## src/rtl/inst_fetch_if.sv

```systemverilog
// Fetch-side bundle between the control FSM / ROM / IR and the fetch controller.
// master = fetch controller, slave = control FSM plus ROM/IR pair.
interface inst_fetch_if #(
    parameter int ADDR_W = 7,
    parameter int DATA_W = 16
);
    logic              Fetch;
    logic              PC_ld;
    logic [ADDR_W-1:0] PC_in;
    logic [ADDR_W-1:0] Inst_addr;
    logic              Inst_rd;
    logic [DATA_W-1:0] Inst;
    logic              Id;
    logic              Done;
    logic              Busy;
    logic [ADDR_W-1:0] PC;

    modport master (
        input  Fetch, PC_ld, PC_in, Inst,
        output Inst_addr, Inst_rd, Id, Done, Busy, PC
    );

    modport slave (
        output Fetch, PC_ld, PC_in, Inst,
        input  Inst_addr, Inst_rd, Id, Done, Busy, PC
    );
endinterface

```

## src/rtl/inst_fetch.sv

```systemverilog
// Instruction fetch controller: owns the PC, reads ROM, strobes IR load.
// Latency: Fetch at edge N -> Inst_rd N+1, Id N+2, Done N+3; one fetch per 3 cycles.
// Backpressure: while Busy, Fetch and PC_ld are dropped (no pending latch).
module inst_fetch #(
    parameter int                ADDR_W   = 7,
    parameter int                DATA_W   = 16,
    parameter logic [ADDR_W-1:0] RESET_PC = '0
) (
    input  logic          Clk,
    input  logic          Reset_n,
    inst_fetch_if.master  fetch_if
);

    // Catch a mismatched interface instance at elaboration time.
    if ($bits(fetch_if.Inst) != DATA_W || $bits(fetch_if.PC) != ADDR_W) begin : g_width_chk
        $error("inst_fetch: interface widths do not match ADDR_W/DATA_W");
    end

    typedef enum logic [1:0] {
        IDLE = 2'd0,
        READ = 2'd1,
        LOAD = 2'd2,
        DONE = 2'd3
    } state_t;

    state_t            state_q, state_d;
    logic [ADDR_W-1:0] pc_q, pc_d;

    always_ff @(posedge Clk or negedge Reset_n) begin
        if (!Reset_n) begin
            state_q <= IDLE;
            pc_q    <= RESET_PC;
        end else begin
            state_q <= state_d;
            pc_q    <= pc_d;
        end
    end

    // IDLE and DONE are the only states that accept new requests; a PC_ld
    // arriving with Fetch lands in pc_q on the same edge the read is launched.
    always_comb begin
        state_d = state_q;
        pc_d    = pc_q;
        unique case (state_q)
            IDLE: begin
                if (fetch_if.PC_ld) pc_d = fetch_if.PC_in;
                if (fetch_if.Fetch) state_d = READ;
            end
            READ: begin
                state_d = LOAD;
            end
            LOAD: begin
                state_d = DONE;
                pc_d    = pc_q + 1'b1;
            end
            DONE: begin
                if (fetch_if.PC_ld) pc_d = fetch_if.PC_in;
                state_d = fetch_if.Fetch ? READ : IDLE;
            end
            default: begin
                state_d = IDLE;
            end
        endcase
    end

    assign fetch_if.Inst_rd   = (state_q == READ);
    assign fetch_if.Id        = (state_q == LOAD);
    assign fetch_if.Done      = (state_q == DONE);
    assign fetch_if.Busy      = (state_q == READ) || (state_q == LOAD);
    assign fetch_if.PC        = pc_q;
    assign fetch_if.Inst_addr = pc_q;

endmodule

```

## src/flat_wrapper.sv

```systemverilog
// flat-port wrapper written by rule: the top's interface ports become plain ports
module inst_fetch_flat 
#(
    parameter int                ADDR_W   = 7,
    parameter int                DATA_W   = 16,
    parameter logic [ADDR_W-1:0] RESET_PC = '0
)
  (Clk, Reset_n, fetch_if_Fetch, fetch_if_PC_ld, fetch_if_PC_in, fetch_if_Inst, fetch_if_Inst_addr, fetch_if_Inst_rd, fetch_if_Id, fetch_if_Done, fetch_if_Busy, fetch_if_PC);
  inst_fetch_if #(.ADDR_W(ADDR_W), .DATA_W(DATA_W)) fetch_if_i ();
  input  logic Clk;
  input  logic Reset_n;
  input wire logic [$bits(fetch_if_i.Fetch)-1:0] fetch_if_Fetch;
  input wire logic [$bits(fetch_if_i.PC_ld)-1:0] fetch_if_PC_ld;
  input wire logic [$bits(fetch_if_i.PC_in)-1:0] fetch_if_PC_in;
  input wire logic [$bits(fetch_if_i.Inst)-1:0] fetch_if_Inst;
  output wire logic [$bits(fetch_if_i.Inst_addr)-1:0] fetch_if_Inst_addr;
  output wire logic [$bits(fetch_if_i.Inst_rd)-1:0] fetch_if_Inst_rd;
  output wire logic [$bits(fetch_if_i.Id)-1:0] fetch_if_Id;
  output wire logic [$bits(fetch_if_i.Done)-1:0] fetch_if_Done;
  output wire logic [$bits(fetch_if_i.Busy)-1:0] fetch_if_Busy;
  output wire logic [$bits(fetch_if_i.PC)-1:0] fetch_if_PC;
  assign fetch_if_i.Fetch = fetch_if_Fetch;
  assign fetch_if_i.PC_ld = fetch_if_PC_ld;
  assign fetch_if_i.PC_in = fetch_if_PC_in;
  assign fetch_if_i.Inst = fetch_if_Inst;
  assign fetch_if_Inst_addr = fetch_if_i.Inst_addr;
  assign fetch_if_Inst_rd = fetch_if_i.Inst_rd;
  assign fetch_if_Id = fetch_if_i.Id;
  assign fetch_if_Done = fetch_if_i.Done;
  assign fetch_if_Busy = fetch_if_i.Busy;
  assign fetch_if_PC = fetch_if_i.PC;
  inst_fetch #(.ADDR_W(ADDR_W), .DATA_W(DATA_W), .RESET_PC(RESET_PC)) u_core (.Clk(Clk), .Reset_n(Reset_n), .fetch_if(fetch_if_i));
endmodule
```

## config.mk

```make
export PLATFORM = sky130hd
export DESIGN_NAME = inst_fetch_flat
export DESIGN_NICKNAME = d
export VERILOG_FILES = /design/src/rtl/inst_fetch_if.sv /design/src/rtl/inst_fetch.sv /design/src/flat_wrapper.sv
export SDC_FILE = /design/constraint.sdc
export NUM_CORES = 1
export LEC_CHECK = 0
export CAP_MARGIN = 20
export CORE_MARGIN = 2
export CORE_UTILIZATION = 35
export DETAILED_ROUTE_END_ITERATION = 7
export GPL_ROUTABILITY_DRIVEN = 0
export PLACE_DENSITY = 0.83
export SLEW_MARGIN = 5
export SYNTH_ARGS = -nofsm -noshare
export SYNTH_HDL_FRONTEND = slang
export SYNTH_SLANG_ARGS = --single-unit
```

## constraint.sdc

```tcl
create_clock -name Clk -period 3.8 [get_ports Clk]
set_input_delay 0.95 -clock Clk [delete_from_list [all_inputs] [get_ports Clk]]
set_output_delay 0.95 -clock Clk [all_outputs]
set_load 0.02 [all_outputs]
```

# Word level (Yosys, flattened, before mapping)
# Cells that the tools add are included.
[totals]
ff_bits = 9
output_inout_bits = 18
word_cells = 18
inputBits = 27
[classes]
n_addsub = 1
n_reduce_logical = 5
n_mux = 5
eq_ne = 5
[op_table]
columns = ["op", "n"]
rows = [
  ["case mux 7 bit (2 select lines)", 1],
  ["case mux 2 bit (4 select lines)", 1],
  ["adder 7 x 1 -> 7 bit (second input constant)", 1],
  ["2-to-1 mux 7 bit", 1],
  ["== test 2 bit (second input constant)", 2],
  ["== test 2 x 1 -> 1 bit (second input constant)", 1],
  ["zero test 2 bit", 1],
  ["2-to-1 mux 2 bit", 1],
  ["inequality test 2 x 1 -> 1 bit (second input constant)", 1],
  ["inequality test 2 bit (second input constant)", 1],
  ["AND reduction 2 bit", 1],
  ["nonzero test 2 bit", 1],
  ["OR reduction 2 bit", 1],
  ["logical OR 1 bit", 1],
  ["2-to-1 mux 1 bit", 1],
]

# Depth between registers and ports, before layout
# Gate-level depths: netlist of run 1.
[logic_depth]
depth_word = 4
depth_mapped = 6

# Worst setup path after synthesis of run 1
# No wires, ideal clock.
[synth_timing]
path_kind = "reg2out"
startpoint = "register u_core.state_q[0]"
endpoint = "output fetch_if_Busy"
arrival_ns = 0.925
t_required_ns = 2.850
n_path_buf = 0
stages_incl_launch_ff = 3
setup_slack_ns = 1.925
cell_sequence = "dfrtp_1 -> inv_1 -> ha_1"
[synth_between]
elab_chain_cells = 2
[synth_rtl]
columns = ["item", "line", "source"]
rows = [
  ["from (decl)", "inst_fetch.sv:26", "state_t state_q, state_d;"],
  ["from (signal assigned)", "inst_fetch.sv:34", "state_q <= state_d;"],
  ["== test 2 x 1 -> 1 bit / == test 2 bit (equally long branches)", "inst_fetch.sv:69", "assign fetch_if.Busy = (state_q == READ) || (state_q == LOAD);"],
  ["logical OR 1 bit (*)", "inst_fetch.sv:69", ""],
  ["to (decl)", "flat_wrapper.sv:20", "output wire logic [$bits(fetch_if_i.Busy)-1:0] fetch_if_Busy;"],
]
# Mark *: on every way between the ends. The rest lies on a longest branch, timed or not.

# Worst setup path in the final report of run 1
# Ends and elaborated chain as after synthesis.

==> impl_metrics.toml, run 1 <==
[worst_setup_path]
cp_max_fo = 16
cp-end-kind = "output pin"
ff2ff_path_depth = 5
r2r-end = "u_core.fetch_if.Inst_addr[2]$_DFFE_PN0P_"
worstSetupStartpointType = "flop"
r2r_slack_ns = 1.96
worstPathRequired_ns = 2.85
criticalPathCategory = "reg -> out"
critPathArrivalTime_ns = 2.07
r2r-start = "u_core.state_q[0]$_DFFE_PN0P_"

[sta]
fin_tns_setup_ns = 0
fin_ws_ns = 0.7785
max_freq_mhz = 331.0
whs_ns = 0.5948
rsz0062_at_grt = "no"
finalSetupViolCount = 0
finalHoldViolCount = 0
skew_ns = 0.002562
tightest_slew_ns = 0.4586
slew_violations = 0
period_needed_ns = 3.021
timing.slew.headroom_pct = 69.43
post-route-period-util_pct = 79.51

[synthesis]
syn_nets = 103
ys_seq_area_share_pct = 35.64
ys_warn_count = 0
syn_area_um2 = 631.9
synth-seq-cells = 9
synth.distinct_cells = 27
avgSynthCellArea_um2 = 9.027
synthCells = 70

[placed_design]
place_area_um2 = 885.9
portBuffers = 28
place_ws_ns = 1.087
dpl.hpwl_um = 1134

[route]
wl_per_cell_um = 12.50
route.vias.total = 592
first_pass_iters = 3
drc = 0
antenna_left = 0
via_per_inst = 4.975
drt-total-wl_um = 1487
drtIter0Drc = 7

[floorplanning]
fp-row-count = 15
boundaryPins = 45
die_w_um = 46.49
initial_core_util_pct = 37.00
core_um2 = 1708
die_area_um2 = 2161
die_height_um = 46.49

[global_route]
grt_start_max_net_pins = 17
grt_usage_pct = 17.05
grt_pass1_vias = 575
antenna_found_initial = 0
grt_overflow = 0
grt_pass1_wl_um = 2553

[pwr]
cellPowerDensity_nw_per_um2 = 1013
p_leak_nw = 0.3761
peakVddDrop_mv = 0.5203

[hold_path]
holdPathStages = 1
hold_class = "reg -> reg"
hold_end = "u_core.fetch_if.Inst_addr[4]$_DFFE_PN0P_"
hold_path_startpoint = "u_core.fetch_if.Inst_addr[4]$_DFFE_PN0P_"

[clock_network]
cts_resized = 0
cts_root_buffer = "clkbuf_4"
cts_hold_buf = 0
tritoncts = "built"
clk_pin_slew_ns = 0.06
cts.path.max_buffers = 2
htreeDepth = 1
cts_buffers = 3
clock_sinks = 9
cts_setup_buffers = 0
clock_latency_ns = 0.26

[layout]
fin_util_pct = 53.41
n_fill_cell = 164
drive_above_1_share_pct = 7.447
nNetsFinal = 128
antenna_cells = 0
final_area_um2 = 912.1
area_growth_pct = 44.36

[job]
maxCapViolCount = 0

[outcome]
status = "finished, final reports clean"
==> routing by layer <==
metal	vias to the layer above	part of all wire [%]	GRT usage, %	wire length, µm
li1	298	-	-	-
met1	272	41	18.87	607
met2	22	51	30.00	764
met3	0	7.7	7.451	115
met4	0	0	3.429	0
met5	-	0	0	0
==> worst max path at each step <==
stage	from	end	slack, ns	cells past startpoint
floorplan	u_core.state_q[0]$_DFFE_PN0P_	fetch_if_Busy	1.93	2
global placement	u_core.state_q[0]$_DFFE_PN0P_	fetch_if_Busy	1.11	3
detailed placement	u_core.state_q[0]$_DFFE_PN0P_	fetch_if_Busy	1.09	3
CTS	u_core.state_q[0]$_DFFE_PN0P_	fetch_if_Busy	0.78	3
global route	u_core.state_q[0]$_DFFE_PN0P_	fetch_if_Busy	0.65	3
finish	u_core.state_q[0]$_DFFE_PN0P_	fetch_if_Busy	0.78	3
==> synth_stat cells <==
library cell	count	area share [%]
nand2b_1	2	2.0
o221a_2	1	1.8
a221oi_1	1	1.4
a311oi_1	1	1.4
buf_2	1	0.79
nor3b_1	1	1.2
a21oi_1	3	2.4
nand2_1	5	3.0
o22ai_1	2	2.0
o211ai_1	1	1.2
nand3_1	3	2.4
and4_2	1	1.6
o21ba_2	2	3.2
nand4_1	2	2.0
inv_1	6	3.6
dfrtp_1	9	36
nor2_1	4	2.4
buf_4	7	8.3
a31oi_1	3	3.0
nor2b_1	1	0.99
o22a_1	1	1.4
o21ai_0	3	2.4
a211oi_1	1	1.2
ha_1	6	12
nor3_1	1	0.79
and3b_1	1	1.4
or3_1	1	0.99
==> layout by cell type (no fill, tap or decap), drive strengths merged <==
master | synthesis | final
nand2b | 2 | 2
nand3 | 3 | 3
a311oi | 1 | 1
o22ai | 2 | 2
and4 | 1 | 1
ha | 6 | 6
a211oi | 1 | 1
nor2 | 4 | 4
and3b | 1 | 1
inv | 6 | 6
a21oi | 3 | 3
clkbuf | 0 | 4
o21ba | 2 | 2
a221oi | 1 | 1
o221a | 1 | 1
nor3b | 1 | 1
nand4 | 2 | 2
nand2 | 5 | 5
o21ai | 3 | 3
dfrtp | 9 | 9
nor3 | 1 | 1
o22a | 1 | 1
or3 | 1 | 1
o211ai | 1 | 1
clkdlybuf4s50 | 0 | 28
nor2b | 1 | 1
a31oi | 3 | 3
==> report_power, final <==
group          total [W]  leakage, nW  internal, W  switching [W]
Sequential      0.000213        0.101     0.000146      0.0000667
Combinational   0.000636        0.260     0.000301       0.000335
Clock          0.0000752       0.0150    0.0000406      0.0000346
==> logic make-up after synthesis <==
family / after synthesis / share of synthesized area (%)
AND/OR/NAND/NOR: 22 / 18.61
AO/OA/AOI/OAI: 19 / 21.19
buffers and inverters: 14 / 12.67
flip-flops: 9 / 35.64
adder cells (fa/ha/maj): 6 / 11.88
==> area by class of cell <==
cell class | count | area (µm²) | share of cell area, %
tap | 25 | 31.28 | 3.429
multi-input combinational | 47 | 326.6 | 35.80
timing repair buffer | 28 | 280.3 | 30.73
inverter | 6 | 22.52 | 2.469
sequential | 9 | 225.2 | 24.69
clock buffer | 4 | 26.28 | 2.881
==> registers in the layout (all words and copies together), names as in the netlist <==
signal                     cells
u_core.fetch_if.Inst_addr      7
u_core.state_q                 2
==> through the flow <==
stage / total power (W) / std cells
floorplan: 0.0006435 / 70
global placement: 0.0008258 / 115
detailed placement: 0.0008470 / 115
CTS: 0.0009325 / 119
global route: 0.001004 / 119
finish: 0.0009241 / 119
==> worst max-delay path, stage by stage, from the launching register on <==
cell and delay (ns):
dfrtp_1 0.43, inv_1 0.10, ha_1 0.58, clkdlybuf4s50_1 0.69
(Power assumes the default switching activity.)
==> run 2, diff against run 1 <==
- CORE_UTILIZATION: 35 -> 30
- PLACE_DENSITY: 0.83 -> 0.76
- clock period: 3.8 -> 2.46 ns (I/O delays scaled with it)
==> impl_metrics.toml, run 2 (synthesized netlist as in run 1, its figures left out) <==
[job]
maxCapViolCount = 0

[layout]
multiInputGateArea_um2 = 329.1
nNetsFinal = 129
final_area_um2 = 924.6
layout_commonest_cell = "clkdlybuf4s50_1"
fin_util_pct = 46.65
antenna_cells = 0
n_fill_cell = 196
largest_reg_flops = 7
final_cell_mix = "clkdlybuf4s50_1, dfrtp_1, inv_1, nand2_1, ha_1"
regArea_um2 = 225.2
area_growth_pct = 46.34
drive_above_1_share_pct = 9.474

[pwr]
cellPowerDensity_nw_per_um2 = 1562
peakVddDrop_mv = 0.8269
p_leak_nw = 0.3792

[sta]
period_needed_ns = 2.339
post-route-period-util_pct = 95.09
rsz0062_at_grt = "no"
whs_ns = 0.5729
fin_tns_setup_ns = 0
timing.slew.headroom_pct = 71.72
finalHoldViolCount = 0
tightest_slew_ns = 0.4228
skew_ns = 0.001304
finalSetupViolCount = 0
max_freq_mhz = 427.5
slew_violations = 0

[floorplanning]
boundaryPins = 45
die_area_um2 = 2490
fp-row-count = 16
core_um2 = 1982
die_w_um = 49.90
initial_core_util_pct = 31.88
die_height_um = 49.90

[route]
via_per_inst = 4.959
drtIter0Drc = 10
first_pass_iters = 4
drc = 0
drt-total-wl_um = 1438
route.vias.total = 605
antenna_left = 0
wl_per_cell_um = 11.79

[global_route]
grt_overflow = 0
grt_start_max_net_pins = 16
antenna_found_initial = 0
grt_usage_pct = 14.04
grt_pass1_wl_um = 2663
grt_pass1_vias = 628

[worst_setup_path]
worstPathRequired_ns = 1.85
worstSetupStartpointType = "flop"
cp-end-kind = "output pin"
ff2ff_path_depth = 6
critPathArrivalTime_ns = 1.72
startpoint = "u_core.state_q[0]$_DFFE_PN0P_"
r2r-start = "u_core.state_q[0]$_DFFE_PN0P_"
cp_max_fo = 8
criticalPathCategory = "reg -> out"

[clock_network]
clock_sinks = 9
cts.path.max_buffers = 2
cts_buffers = 3
clk_pin_slew_ns = 0.06
htreeDepth = 1
tritoncts = "built"
cts_root_buffer = "clkbuf_4"
clock_latency_ns = 0.26

[placed_design]
portBuffers = 28
dpl.hpwl_um = 1120
place_area_um2 = 895.9

[hold_path]
holdPathStages = 1
hold_class = "reg -> reg"
hold_path_startpoint = "u_core.fetch_if.Inst_addr[4]$_DFFE_PN0P_"

[outcome]
status = "finished, final reports clean"
[run 2: changes by cell type in the layout (fill, tap and decap cells not counted)]
cell | before | now
ha_1 | 6 | 5
buf_4 | 0 | 1
ha_2 | 0 | 1
[run 2: stage by stage]
stage	setup slack, ns	power, W	instances
floorplan	0.7983	0.0009940	70
global placement	0.3644	0.001301	118
detailed placement	0.3288	0.001338	118
CTS	0.03158	0.001459	122
global route	0.01387	0.001578	122
finish	0.1208	0.001444	122
[run 2: area by class of cell]
cell class                 instances  area share [%]
timing repair buffer              29           31.12
multi-input combinational         47           35.59
sequential                         9           24.36
clock buffer                       4           2.842
tap                               27           3.654
inverter                           6           2.436
[run 2: worst max-delay path: stages (launching register included)]
cell and delay [ns]:
dfrtp_1 0.43, inv_1 0.14, ha_2 0.27, clkdlybuf4s50_1 0.62
[run 2: final timing paths]
| kind | slack [ns] | to |
|---|---|---|
| max reg2reg | 0.67 | u_core.fetch_if.Inst_addr[3]$_DFFE_PN0P_ |
| min in group asynchronous | 0.66 | u_core.state_q[1]$_DFFE_PN0P_ |
| min | 0.57 | u_core.fetch_if.Inst_addr[4]$_DFFE_PN0P_ |
| max in group asynchronous | 1.51 | u_core.fetch_if.Inst_addr[6]$_DFFE_PN0P_ |
| max | 0.12 | fetch_if_Id |
| min reg2reg | 0.57 | u_core.fetch_if.Inst_addr[4]$_DFFE_PN0P_ |
[run 2: power breakdown]
group	internal, W	leakage [nW]	total (W)	switching (W)
clock	0.0000624	0.0150	0.000112	0.0000497
combinational	0.000482	0.263	0.00100	0.000520
sequential	0.000225	0.101	0.000330	0.000105
total	0.000770	0.379	0.00144	0.000674
[run 2: timing repair]
item | 4_1_cts | 5_1_grt
setup endpoints to repair | 0 | 1
hold buffers | 0 | 0
buffers inserted | 0 | 0
gates resized for setup | 0 | 1
[run 2: metal layers]
layer	wire length [µm]	vias up	share of wire (%)	track usage (%)
met5	0	-	0	0
met4	0	0	0	4.167
met3	106	0	7.4	6.667
met2	705	25	49	21.78
met1	626	281	44	17.16
li1	-	299	-	-
==> run 3, diff against run 2 <==
- SLEW_MARGIN: 5 -> default
==> results of run 3 <==
No change in the layout: final DEF, timing and power equal those of run 2.
